## src/rtl/periph_target_adapter.sv

```systemverilog
// rtl/periph_target_adapter.sv - peripheral request/grant/response to register-bus adapter
//
// Terminates one cluster peripheral demux port. Each grant turns into one
// register-bus access, and exactly one response comes back for it. Only one
// access is outstanding at a time. A watchdog forces an error response if the
// backend never acknowledges.
//
// Ports:
//   clk, rst_ni                          clock, asynchronous active-low reset
//   data_req_i/add/wen/wdata/be          core request (wen: 1 = read, 0 = write)
//   data_gnt_o                           grant, combinational from req and state
//   data_r_valid_o/rdata/opc             one-cycle response with data and error flag
//   reg_req_o/add/wen/wdata/be           register-bus request, held stable while busy
//   reg_ack_i/rdata/err                  backend completion with read data and error
module periph_target_adapter #(
    parameter int ADDR_WIDTH     = 32,
    parameter int DATA_WIDTH     = 32,
    parameter int BE_WIDTH       = DATA_WIDTH / 8,
    parameter int REG_ADDR_WIDTH = 10,
    parameter int TIMEOUT_CYCLES = 16
) (
    input  logic                      clk,
    input  logic                      rst_ni,
    input  logic                      data_req_i,
    input  logic [ADDR_WIDTH-1:0]     data_add_i,
    input  logic                      data_wen_i,
    input  logic [DATA_WIDTH-1:0]     data_wdata_i,
    input  logic [BE_WIDTH-1:0]       data_be_i,
    output logic                      data_gnt_o,
    output logic                      data_r_valid_o,
    output logic [DATA_WIDTH-1:0]     data_r_rdata_o,
    output logic                      data_r_opc_o,
    output logic                      reg_req_o,
    output logic [REG_ADDR_WIDTH-1:0] reg_add_o,
    output logic                      reg_wen_o,
    output logic [DATA_WIDTH-1:0]     reg_wdata_o,
    output logic [BE_WIDTH-1:0]       reg_be_o,
    input  logic                      reg_ack_i,
    input  logic [DATA_WIDTH-1:0]     reg_rdata_i,
    input  logic                      reg_err_i
);

    localparam int CW = (TIMEOUT_CYCLES > 0) ? $clog2(TIMEOUT_CYCLES + 1) : 1;
    localparam bit TO_EN = (TIMEOUT_CYCLES != 0);
    localparam int TO_LAST_INT = TO_EN ? TIMEOUT_CYCLES - 1 : 0;
    localparam logic [CW-1:0] TO_LAST = TO_LAST_INT[CW-1:0];

    typedef enum logic [1:0] {
        IDLE = 2'd0,
        BUSY = 2'd1,
        RESP = 2'd2
    } state_t;

    state_t state, state_next;

    logic [CW-1:0]         cnt;
    logic [DATA_WIDTH-1:0] rdata_q;
    logic                  opc_q;
    logic                  capture;
    logic                  timeout_hit;

    // Only the low address bits matter to the register bus.
    logic unused_add;
    assign unused_add = ^data_add_i[ADDR_WIDTH-1:REG_ADDR_WIDTH];

    // A new request is accepted whenever no access is in flight. This includes
    // the RESP cycle, so back-to-back accesses take one transaction per two cycles.
    assign capture     = (state != BUSY) && data_req_i;
    assign timeout_hit = TO_EN && (cnt == TO_LAST);

    // State register
    always_ff @(posedge clk or negedge rst_ni) begin
        if (!rst_ni) begin
            state <= IDLE;
        end else begin
            state <= state_next;
        end
    end

    // Next-state logic
    always_comb begin
        state_next = state;
        case (state)
            IDLE:    state_next = data_req_i ? BUSY : IDLE;
            // When the ack and the timeout land in the same cycle, the ack wins.
            // Both cases lead to RESP, and the datapath picks the payload.
            BUSY:    state_next = (reg_ack_i || timeout_hit) ? RESP : BUSY;
            RESP:    state_next = data_req_i ? BUSY : IDLE;
            default: state_next = IDLE;
        endcase
    end

    // Output logic
    always_comb begin
        data_gnt_o     = 1'b0;
        reg_req_o      = 1'b0;
        data_r_valid_o = 1'b0;
        data_r_rdata_o = '0;
        data_r_opc_o   = 1'b0;
        case (state)
            IDLE: data_gnt_o = data_req_i;
            BUSY: reg_req_o  = 1'b1;
            RESP: begin
                data_gnt_o     = data_req_i;
                data_r_valid_o = 1'b1;
                data_r_rdata_o = rdata_q;
                data_r_opc_o   = opc_q;
            end
            default: ;
        endcase
    end

    // Request capture, watchdog counter and response latch
    always_ff @(posedge clk or negedge rst_ni) begin
        if (!rst_ni) begin
            reg_add_o   <= '0;
            reg_wen_o   <= 1'b0;
            reg_wdata_o <= '0;
            reg_be_o    <= '0;
            cnt         <= '0;
            rdata_q     <= '0;
            opc_q       <= 1'b0;
        end else if (capture) begin
            reg_add_o   <= data_add_i[REG_ADDR_WIDTH-1:0];
            reg_wen_o   <= data_wen_i;
            reg_wdata_o <= data_wdata_i;
            reg_be_o    <= data_be_i;
            cnt         <= '0;
        end else if (state == BUSY) begin
            if (reg_ack_i) begin
                // Writes always return zero data.
                rdata_q <= reg_wen_o ? reg_rdata_i : '0;
                opc_q   <= reg_err_i;
            end else begin
                // The counter saturates instead of wrapping.
                if (cnt != '1) begin
                    cnt <= cnt + CW'(1);
                end
                if (timeout_hit) begin
                    rdata_q <= '0;
                    opc_q   <= 1'b1;
                end
            end
        end
    end

endmodule

```

## config.mk

```make
export PLATFORM = sky130hd
export DESIGN_NAME = periph_target_adapter
export DESIGN_NICKNAME = d
export VERILOG_FILES = /design/src/rtl/periph_target_adapter.sv
export SDC_FILE = /design/constraint.sdc
export NUM_CORES = 1
export LEC_CHECK = 0
export ABC_AREA = 1
export BUFFER_PORTS_ARGS = -buffer_cell sky130_fd_sc_hd__buf_2
export CORE_AREA = 2 2 94 96
export DETAILED_ROUTE_END_ITERATION = 16
export DIE_AREA = 0 0 96 98
export GPL_ROUTABILITY_DRIVEN = 1
export PLACE_DENSITY_LB_ADDON = 0.2
export SETUP_SLACK_MARGIN = 0.05
export SLEW_MARGIN = 20
export SYNTH_ARGS = -nofsm -noshare
export SYNTH_HDL_FRONTEND = slang
export SYNTH_SLANG_ARGS = --single-unit
```

## constraint.sdc

```tcl
create_clock -name clk -period 1.7 [get_ports clk]
set_input_delay 0.17 -clock clk [delete_from_list [all_inputs] [get_ports clk]]
set_output_delay 0.17 -clock clk [all_outputs]
set_load 0.01 [all_outputs]
```

* Word-level counts from Yosys, hierarchy flattened
Index checks and enable logic that the tools add are counted.
** Storage, ports and cells
- Bits in registers :: 87
- Bits in latches :: 0
- RAM bits :: 0
- Memory bits (read-only) :: 0
- Bits of input ports :: 106
- Logic and storage cells :: 42
- Memories :: 0
** Cells by class
- Add/subtract/negate cells :: 1
- $mul :: 0
- Div/mod/pow operators :: 0
- Magnitude comparators :: 0
- Equality and inequality tests :: 6
- Shift-type cells :: 0
- Muxes and demuxes :: 17
- Bitwise gates (word level) :: 1
- Reductions and logical operators :: 9
** Operator list (number)
- $mux W32 :: 4
- $mux W5 :: 4
- $mux W1 :: 7
- $reduce_and A3 Y1 :: 2
- $reduce_bool A2 Y1 :: 3
- $add A5 B1 Y5 const B :: 1
- $eq A5 B4 Y1 const B :: 1
- $ne A5 B5 Y1 const B :: 1
- $ne A2 B1 Y1 const B :: 2
- $pmux W2 S2 :: 1
- $eq A2 B1 Y1 const B :: 1
- $eq A2 B2 Y1 const B :: 1
- $logic_not A2 Y1 :: 1
- $mux W2 :: 1
- $reduce_or A2 Y1 :: 1
- $logic_and A1 B1 Y1 :: 1
- $logic_or A1 B1 Y1 :: 1
- $not A1 Y1 :: 1

* Depth between registers and ports, before layout
Gate-level depths: netlist (run 1).
- Depth after elaboration :: 5
- Depth in mapped cells :: 10

* Least setup slack after synthesis (run 1)
Ideal clock, no wire load.
- Path type :: register to register
- From :: reg cnt[0]
- To :: reg rdata_q[22]
- Setup time :: 126 ps
- Arrival :: 1441 ps
- Slack :: 133 ps
- Cell stages (with the launch flop) :: 10
- Buffers on the path :: 2
- Clock period less this slack :: 1567 ps
- Cells stage by stage :: dfrtp_1 > ha_1 > nand2_1 > nor2_1 > ha_1 > inv_1 > a21oi_2 > buf_6 > buf_4 > o21ai_0
** On the way
- Longest elaborated chain between the ends :: 3
** Ends and longest elaborated chain
- start, declared :: line 56 : logic [CW-1:0] cnt;
- start signal, assigned :: line 137 : cnt <= cnt + CW'(1);
- $eq A5 B4 Y1 :: line 69 : assign timeout_hit = TO_EN && (cnt == TO_LAST);
- $reduce_bool A2 Y1 (no source line)
- $reduce_and A3 Y1 (no source line)
- end signal, assigned :: line 132 : rdata_q <= reg_wen_o ? reg_rdata_i : '0;
- end, declared :: line 57 : logic [DATA_WIDTH-1:0] rdata_q;
Every way passes these cells.
A chain may end at the register's enable or synchronous reset.

* Final worst setup path (run 1)
- From :: reg cnt[1]
- To :: reg rdata_q[1]
Same word-level chain as after synthesis.

==> impl_results.md, run 1 <==
- Synthesized area: 3700 um^2
- Clk buf depth: 2
- Largest net degree at the start of global routing: 45
- Final design instance area without fill: 5260 um^2
- TritonCTS Sinks: 87
- Congestion Overflow GR: 0
- Synth top area cells: dfrtp_1, nand3_1, nand2_1
- TritonRoute pass-1 iters: 5
- Worst min path class: in -> reg
- Placed inst area: 4650 um^2
- Final HPWL DP: 6.17 mm
- # placed instances: 691
- RSZ-0062 raised after global routing: true
- Fin crit share: 101%
- Fin nets: 718
- First-pass GRT wire length: 14.5 mm
- Sequential fraction of the synthesis area: 58.8%
- Post-synth top cells: nand2_1, dfrtp_1, nand3_1
- H-tree depth: 3
- Startpoint Class: flop
- Maxcap violations: 0
- Fillers: 742
- Slew @ Worst Pin: 504 ps
- EDFF count, synth: 0
- Number of library cell types mapped by synthesis: 18
- Clock Skews: 10.7 ps
- Vias per cell: 4.82
- Failing checks: setup timing
- Detailed Route Iter0 Violations: 145
- Internal power: 4020 uW
- Input/output buffers: 166
- Clock transition at the registers of the reported paths: 90 ps
- Layout cells sized above 1: 40.5%
- Leak: 0.00283 uW
- Clock share of power: 26.2%
- Synth top area share: 58.8%
- Synthesized flop and latch total: 87
- Logic pwr share: 28.1%
- Total CTS buffers: 9
- Routed wire length per instance: 13.4 um
- Switching power: 1830 uW
- Sw Share: 31.3%
- Antenna violations before repair: 0
- Synth Instances: 433
- WP data arrival: 1970 ps
- Skew-Pair Late Insertion Delay: 330 ps
- Final setup viols: 3
- Most frequent cell after synthesis: nand2_1
- Syn avg cell area: 8.55 um^2
- Clock root cell: clkbuf_8
- WP data required: 1950 ps
- VDD IR max: 590 uV
- Ports: 189
- Slew Limit Fails: 0
- Status: finished, violations left
- Worst r2r path cells: 10
- Final hold violations: 0
- Max_slew headroom: 66.4%
- N_diodes: 0
- Die H: 98 um
- Final GP Congestion: 0.793
- Vias in the first global route: 3207
- Non-filler cells, final: 721
- Period minus WS final: 1720 ps
- Crit path kind: reg -> reg
- Warnings, synthesis: 0
- DR vias: 3474
- Syn_nets: 542
- Total GRT Usage: 19.2%
- Die area: 9410 um^2
- PD cells: 1110 nW/um^2
- Routed Antenna Nets: 0
- Initial Util: 43.7%
- P&R area growth vs syn: 42.0%
- FMAX: 583 MHz
- Asr flop ratio synth: 100%
- CTS tree: built
- Max FO, Critical Path: 7
- Synth Flop Type: dfrtp_1
- Std-Cell Rows: 34
- Worst setup EP type: flop
- Sequential share of power: 45.7%
- Area leader, netlist: dfrtp_1
- Hold depth: 3
- Post-Route WL: 9.68 mm
- Fin worst setup slack: -15.0 ps
- CORE AREA: 8470 um^2
- Die W: 96 um
- Drt drc: 0
## worst max-delay path: stages, from the launching register on
cell and delay [ps]:
dfrtp_1 360, ha_2 190, nand2_2 80, nor2_4 120
ha_2 170, inv_2 50, a21oi_4 200, buf_6 150
clkbuf_16 160, nand3_2 70, o21ai_2 80
## state kept, by name (all words and copies together), names as in the netlist
name,count
rdata_q,32
reg_wdata_o,32
reg_add_o,10
cnt,5
reg_be_o,4
state,2
opc_q,1
reg_wen_o,1
## power groups by stage
stage	sequential, uW	clock, uW	combinational (uW)
finish	2680	1530	1640
global route	2730	1680	1830
detailed placement	2710	0	1430
floorplan	2830	0	667
global placement	2700	0	1380
CTS	2670	1600	1480
## kinds of logic (layout without fill, tap and decap cells)
group | after synthesis | in the layout | share of synthesized area [%]
AO/OA/AOI/OAI | 40 | 40 | 5.64
adder cells (fa/ha/maj) | 3 | 3 | 1.01
buffers and inverters | 72 | 252 | 8.34
flip-flops | 87 | 87 | 58.8
AND/OR/NAND/NOR | 231 | 231 | 26.2
## metrics by stage
stage / total power (uW) / hold slack [ps] / utilization (%) / setup WS (ps) / setup TNS, ps
final: 5850 / 60.5 / 62.1 / -15.0 / -27.5
after global routing: 6240 / 58.0 / 62.1 / -125 / -3100
after CTS: 5750 / 41.1 / 58.3 / 42.5 / 0
after detailed placement: 4140 / 175 / 54.9 / 36.2 / 0
after global placement: 4080 / 177 / 54.9 / 82.6 / 0
after floorplan: 3500 / -126 / - / 133 / 0
## final cells by class
cell class	count	area (um^2)	share of cell area (%)
flip-flops and latches	87	2180	41.4
multi-input cells	274	1390	26.5
repair buffers	193	1180	22.4
inverters	44	165	3.14
clock buffers	11	141	2.69
well taps	108	135	2.57
clock inverters	4	70.1	1.33
## cell usage in the layout, fill, tap and decap left out, types with 2 or more instances in the layout
cell type and count:
clkinv_2 2, buf_4 14, nand2_1 104, o21ai_0 5, nor2_1 40, clkbuf_16 4, nand3_2 18, o21ai_2 11
o21ai_1 19, dfrtp_1 87, ha_2 2, buf_12 4, nand3_1 62, a21oi_1 2, nand2_2 2, nor2_2 3
inv_1 42, bufinv_16 2, clkbuf_8 10, buf_6 5, inv_2 2, buf_2 165
## final timing paths
path                            slack, ps         endpoint             from
max in group asynchronous             740      rdata_q[10]           rst_ni
worst min register to register        470  reg_wdata_o[25]  reg_wdata_o[25]
worst max-delay path                  -20       rdata_q[1]           cnt[1]
worst min-delay path                   60        reg_wen_o       data_wen_i
worst max register to register        -20       rdata_q[1]           cnt[1]
min in group asynchronous             330      rdata_q[11]           rst_ni
## repair_timing
action | 4_1_cts | 5_1_grt
gates resized for setup | 5 | 71
pin swaps | 1 | 5
hold buffers | 1 | 0
endpoints found under the hold margin | 36 | 0
buffers inserted | 2 | 6
setup endpoints to repair | 45 | 62
cloned | 1 | 6
## per-layer routing
metal	global-route usage, %	vias to the layer above	routed length [um]
met5	0	-	0
met4	4.84	0	90
met3	3.78	9	602
met2	31.8	107	4930
met1	25.7	1641	4050
li1	-	1717	-
Power figures use the tool's default switching activity.
==> run 2: changes to the inputs <==
- clock period: 1.7 -> 1.66 ns (I/O delays scaled with it)
==> impl_results.md, run 2 (synthesized netlist as in run 1, its figures left out) <==
- Status: finished, violations left (unchanged)
- Failing checks: setup timing (unchanged)
- DR vias: 3430 (was 3474)
- Logic pwr share: 27.4% (was 28.1%)
- Sw Share: 31.1% (was 31.3%)
- Max FO, Critical Path: 13 (was 7)
- Final setup viols: 5 (was 3)
- Layout cells sized above 1: 36.1% (was 40.5%)
- Input/output buffers: 166 (unchanged)
- P&R area growth vs syn: 39.3% (was 42.0%)
- Clock Skews: 8.00 ps (was 10.7 ps)
- Placed inst area: 4670 um^2 (was 4650 um^2)
- Final GP Congestion: 0.811 (was 0.793)
- Largest registers: rdata_q (32), reg_wdata_o (32), reg_add_o (10) (unchanged)
- Slew @ Worst Pin: 473 ps (was 504 ps)
- Std-Cell Rows: 34 (unchanged)
- TritonRoute pass-1 iters: 4 (was 5)
- Internal power: 4110 uW (was 4020 uW)
- H-tree depth: 3 (unchanged)
- Clock root cell: clkbuf_8 (unchanged)
- Pre-CTS setup slack: 1.05 ps (was 36.2 ps)
- Worst setup EP type: flop (unchanged)
- Worst min path class: in -> reg (unchanged)
- Congestion Overflow GR: 0 (unchanged)
- N_diodes: 0 (unchanged)
- FMAX: 588 MHz (was 583 MHz)
- Fillers: 784 (was 742)
- Final HPWL DP: 6.23 mm (was 6.17 mm)
- RSZ-0062 raised after global routing: true (unchanged)
- Startpoint Class: flop (unchanged)
- Sequential share of power: 46.0% (was 45.7%)
- CTS tree: built (unchanged)
- Post-Route WL: 9.55 mm (was 9.68 mm)
- VDD IR max: 547 uV (was 590 uV)
- Detailed Route Iter0 Violations: 167 (was 145)
- Clk buf depth: 2 (unchanged)
- Switching power: 1850 uW (was 1830 uW)
- Clock share of power: 26.6% (was 26.2%)
- Maxcap violations: 0 (unchanged)
- Slew Limit Fails: 0 (unchanged)
- Commonest non-fill, non-tap cells in the layout: buf_2, nand2_1, dfrtp_1, nand3_1, inv_1 (unchanged)
- Fin nets: 718 (unchanged)
- Fin crit share: 102% (was 101%)
- Ports: 189 (unchanged)
- Total CTS buffers: 9 (unchanged)
- Routed Antenna Nets: 0 (unchanged)
- Vias per cell: 4.76 (was 4.82)
- Antenna violations before repair: 0 (unchanged)
- Final design instance area without fill: 5160 um^2 (was 5260 um^2)
- WP data required: 1910 ps (was 1950 ps)
- Fin worst setup slack: -39.6 ps (was -15.0 ps)
- Max_slew headroom: 68.5% (was 66.4%)
- Leak: 0.00281 uW (was 0.00283 uW)
- Vias in the first global route: 3202 (was 3207)
- Most common cell after layout, fill and taps aside: buf_2 (unchanged)
- CORE AREA: 8470 um^2 (unchanged)
- Routed wire length per instance: 13.2 um (was 13.4 um)
- Total GRT Usage: 19.4% (was 19.2%)
- First-pass GRT wire length: 14.6 mm (was 14.5 mm)
- Crit path kind: reg -> reg (unchanged)
- Largest net degree at the start of global routing: 41 (was 45)
- Period minus WS final: 1700 ps (was 1720 ps)
- TritonCTS Sinks: 87 (unchanged)
- WP data arrival: 1950 ps (was 1970 ps)
- PD cells: 1160 nW/um^2 (was 1110 nW/um^2)
- Final hold violations: 0 (unchanged)
- Tot Pwr: 5960 uW (was 5850 uW)
- Initial Util: 43.7% (unchanged)
- Die W: 96 um (unchanged)
- Drt drc: 0 (unchanged)
- Die area: 9410 um^2 (unchanged)
- Clock transition at the registers of the reported paths: 80 ps (was 90 ps)
- Skew-Pair Late Insertion Delay: 330 ps (about the same)
- Die H: 98 um (unchanged)
run 2: cell types whose count changed in the layout (fill, tap and decap cells not counted), moves of 2 or more:
cell | previous run | this run
nor2_4 | 1 | 3
o21ai_0 | 5 | 8
buf_4 | 14 | 17
o21ai_1 | 19 | 26
nand3_2 | 18 | 2
nor2_2 | 3 | 1
buf_16 | 0 | 2
o21ai_2 | 11 | 1
nand3_1 | 62 | 79
buf_6 | 5 | 0
run 2: worst max-delay path, stage by stage, from the launching register on:
cell     delay, ps
dfrtp_1        360
ha_2           200
nand2_2         90
nor2_4         120
ha_4           140
inv_2           40
a21oi_4        150
buf_12         170
buf_16         140
nand3_1         80
o21ai_1        130
run 2: area by class of cell:
cell class                 instances  area [um^2]  area share [%]
sequential                        87         2180            42.2
multi-input combinational        274         1280            24.8
timing repair buffer             193         1190            23.0
inverter                          44          165            3.20
clock buffer                      11          141            2.74
tap                              108          135            2.62
clock inverter                     4         70.1            1.36
run 2: through the flow:
step,hold slack [ps],util [%],TNS (ps),instances
finish,55.4,60.9,-74.7,721
global route,43.2,60.9,-2320,721
CTS,29.2,59.1,0,715
detailed placement,163,55.2,0,692
global placement,161,55.2,0,692
floorplan,-130,-,0,433
run 2: layer usage:
metal | track usage (%) | wire, um | share of wire [%] | up-vias
li1 | - | - | - | 1710
met1 | 24.9 | 4120 | 43 | 1589
met2 | 31.8 | 4670 | 49 | 122
met3 | 5.40 | 666 | 7.0 | 9
met4 | 5.71 | 94 | 0.98 | 0
met5 | 0 | 0 | 0 | -
run 2: worst paths after layout:
kind	start	endpoint	slack, ps	cells past startpoint
max	cnt[0]	rdata_q[2]	-40	10
min	data_wdata_i[22]	reg_wdata_o[22]	60	3
max reg2reg	cnt[0]	rdata_q[2]	-40	10
min reg2reg	reg_wdata_o[25]	reg_wdata_o[25]	470	2
max in group asynchronous	rst_ni	reg_add_o[7]	760	3
min in group asynchronous	rst_ni	rdata_q[11]	320	2
run 2: what timing repair did:
item                                    CTS  global route
buffers inserted                          5             3
hold buffers                              1             0
endpoints found under the setup margin   55            69
pin swaps                                 2             1
cloned                                    2             3
hold endpoints to repair                 33             0
gates resized for setup                   7            38
run 2: power by group through the flow:
stage / sequential (uW) / clock [uW] / combinational [uW]
global route: 2790 / 1710 / 1830
detailed placement: 2780 / 0 / 1470
floorplan: 2900 / 0 / 683
CTS: 2740 / 1640 / 1550
global placement: 2760 / 0 / 1430
finish: 2740 / 1580 / 1630
==> run 3: changes to the inputs <==
- HOLD_SLACK_MARGIN: default -> 0.15
==> impl_results.md, run 3 (synthesized netlist as in run 1, its figures left out) <==
- WP data required: 1900 ps (was 1910 ps)
- Vias per cell: 4.80 (was 4.76)
- Final design instance area without fill: 5920 um^2 (was 5160 um^2)
- Die area: 9410 um^2 (unchanged)
- Initial Util: 43.7% (unchanged)
- Antenna violations before repair: 0 (unchanged)
- Fin worst setup slack: -26.6 ps (was -39.6 ps)
- Std-Cell Rows: 34 (unchanged)
- Largest registers: rdata_q (32), reg_wdata_o (32), reg_add_o (10) (unchanged)
- Worst min path class: in -> reg (unchanged)
- Congestion Overflow GR: 0 (unchanged)
- Clk buf depth: 2 (unchanged)
- Status: finished, violations left (unchanged)
- Routed wire length per instance: 13.9 um (was 13.2 um)
- Die H: 98 um (unchanged)
- Input/output buffers: 166 (unchanged)
- First-pass GRT wire length: 17.0 mm (was 14.6 mm)
- CORE AREA: 8470 um^2 (unchanged)
- Crit path kind: reg -> reg (unchanged)
- Slowest CP cell: dfrtp_1 (unchanged)
- Worst path buffer plus inverter count: 3 (unchanged)
- Leak: 0.00313 uW (was 0.00281 uW)
- Max FO, Critical Path: 13 (unchanged)
- Most common cell after layout, fill and taps aside: buf_2 (unchanged)
- DR vias: 3838 (was 3430)
- Final hold violations: 0 (unchanged)
- Slew Limit Fails: 0 (unchanged)
- Crit-path max cell delay: 360 ps (about the same)
- Layout cells sized above 1: 31.4% (was 36.1%)
- Max_slew headroom: 68.7% (was 68.5%)
- Startpoint Class: flop (unchanged)
- Clock transition at the registers of the reported paths: 90 ps (was 80 ps)
- Detailed Route Iter0 Violations: 216 (was 167)
- N_diodes: 0 (unchanged)
- Routed wl met2: 5.77 mm (was 4.67 mm)
- H-tree depth: 3 (unchanged)
- CTS tree: built (unchanged)
- Final GP Congestion: 0.811 (unchanged)
- Post-Route WL: 11.1 mm (was 9.55 mm)
- Tot Pwr: 6100 uW (was 5960 uW)
- Worst setup EP type: flop (unchanged)
- Clock Skews: 12.0 ps (was 8.00 ps)
- Fin crit share: 102% (about the same)
- Critical path's top delay family: flip-flops (unchanged)
- Die W: 96 um (unchanged)
- Wl on met1: 4.59 mm (was 4.12 mm)
- PD cells: 1030 nW/um^2 (was 1160 nW/um^2)
- Final HPWL DP: 6.23 mm (unchanged)
- Largest net degree at the start of global routing: 41 (unchanged)
- VDD IR max: 579 uV (was 547 uV)
- Final setup viols: 2 (was 5)
- DR WL met3: 704 um (was 666 um)
- Period minus WS final: 1690 ps (was 1700 ps)
- Fin nets: 797 (was 718)
- Sequential share of power: 45.0% (was 46.0%)
- Routed Antenna Nets: 0 (unchanged)
- WP data arrival: 1920 ps (was 1950 ps)
- Total CTS buffers: 9 (unchanged)
- Switching power: 1890 uW (was 1850 uW)
- Highest metal used: met4 (unchanged)
- Vias in the first global route: 3687 (was 3202)
- Layout Utilization: 69.9% (was 60.9%)
- Fillers: 672 (was 784)
- R2R setup slack: -30 ps (was -40 ps)
- Sw Share: 30.9% (was 31.1%)
- TritonRoute pass-1 iters: 6 (was 4)
- Drt drc: 0 (unchanged)
- TritonCTS Sinks: 87 (unchanged)
- Internal power: 4220 uW (was 4110 uW)
- Total GRT Usage: 22.7% (was 19.4%)
- Slew @ Worst Pin: 470 ps (was 473 ps)
- RSZ-0062 raised after global routing: true (unchanged)
- Clock share of power: 25.8% (was 26.6%)
- Clock root cell: clkbuf_8 (unchanged)
- Skew-Pair Late Insertion Delay: 340 ps (was 330 ps)
- Maxcap violations: 0 (unchanged)
- Placed inst area: 4670 um^2 (unchanged)
- Cells along the critical path: ha_2 -> nand2_2 -> nor2_4 -> ha_4 -> inv_2 -> a21oi_4 -> buf_12 -> buf_16 -> nand3_1 -> o21ai_0 (was ha_2 -> nand2_2 -> nor2_4 -> ha_4 -> inv_2 -> a21oi_4 -> buf_12 -> buf_16 -> nand3_1 -> o21ai_1)
- FMAX: 593 MHz (was 588 MHz)
- Commonest non-fill, non-tap cells in the layout: buf_2, nand2_1, dfrtp_1, nand3_1, dlygate4sd3_1 (was buf_2, nand2_1, dfrtp_1, nand3_1, inv_1)
- Ports: 189 (unchanged)
- Failing checks: setup timing (unchanged)
- P&R area growth vs syn: 59.9% (was 39.3%)
- Logic pwr share: 29.2% (was 27.4%)
## run 3: cell count changes in the layout (fill, tap and decap cells not counted), sizes merged
cell         change
clkbuf           -1
dlygate4sd3     +80
## run 3: through the flow
stage          setup WS (ps)  hold WS (ps)  setup TNS (ps)  std cells
3_3_place_gp            48.9           161               0        692
4_1_cts                 26.6           182               0        795
3_5_place_dp            1.05           163               0        692
2_1_floorplan           93.0          -130               0        433
5_1_grt                 -126           212           -1810        800
6_report               -26.6           209           -47.5        800
## run 3: final cells by class
type / instances / area (um^2) / area share, %
Clock buffer: 11 / 141 / 2.39
Clock inverter: 4 / 70.1 / 1.18
Inverter: 44 / 165 / 2.79
Multi-Input combinational cell: 274 / 1270 / 21.4
Sequential cell: 87 / 2180 / 36.8
Tap cell: 108 / 135 / 2.28
Timing Repair Buffer: 272 / 1960 / 33.2
## run 3: power by group through the flow
| stage | Clock, uW | Combinational, uW | Sequential, uW |
|---|---|---|---|
| finish | 1570 | 1780 | 2750 |
| global placement | 0 | 1430 | 2760 |
| floorplan | 0 | 683 | 2900 |
| global route | 1710 | 1970 | 2800 |
| detailed placement | 0 | 1470 | 2780 |
| CTS | 1640 | 1700 | 2740 |
## run 3: worst paths after layout
path	from	to	depth (start not counted)
worst max register to register	cnt[0]	rdata_q[2]	10
worst min register to register	reg_wdata_o[16]	reg_wdata_o[16]	2
min in group asynchronous	rst_ni	rdata_q[11]	2
max in group asynchronous	rst_ni	reg_add_o[7]	3
worst min-delay path	data_req_i	reg_add_o[3]	3
worst max-delay path	cnt[0]	rdata_q[2]	10
## run 3: worst min-delay path, stage by stage
cell	delay (ps)
buf_2	180
nand3_1	110
nand2_1	50
## run 3: metal layers
metal	global-route usage [%]	vias to the layer above
li1	-	1873
met4	5.93	0
met5	0	-
met3	5.17	8
met2	39.2	145
met1	28.4	1812
## run 3: repair_timing
action,CTS,global route
setup buffers,5,3
resized for setup,7,28
pin swaps,2,1
gates cloned,2,2
hold endpoints to repair,113,0
setup endpoints to repair,55,69
hold buffers,81,0
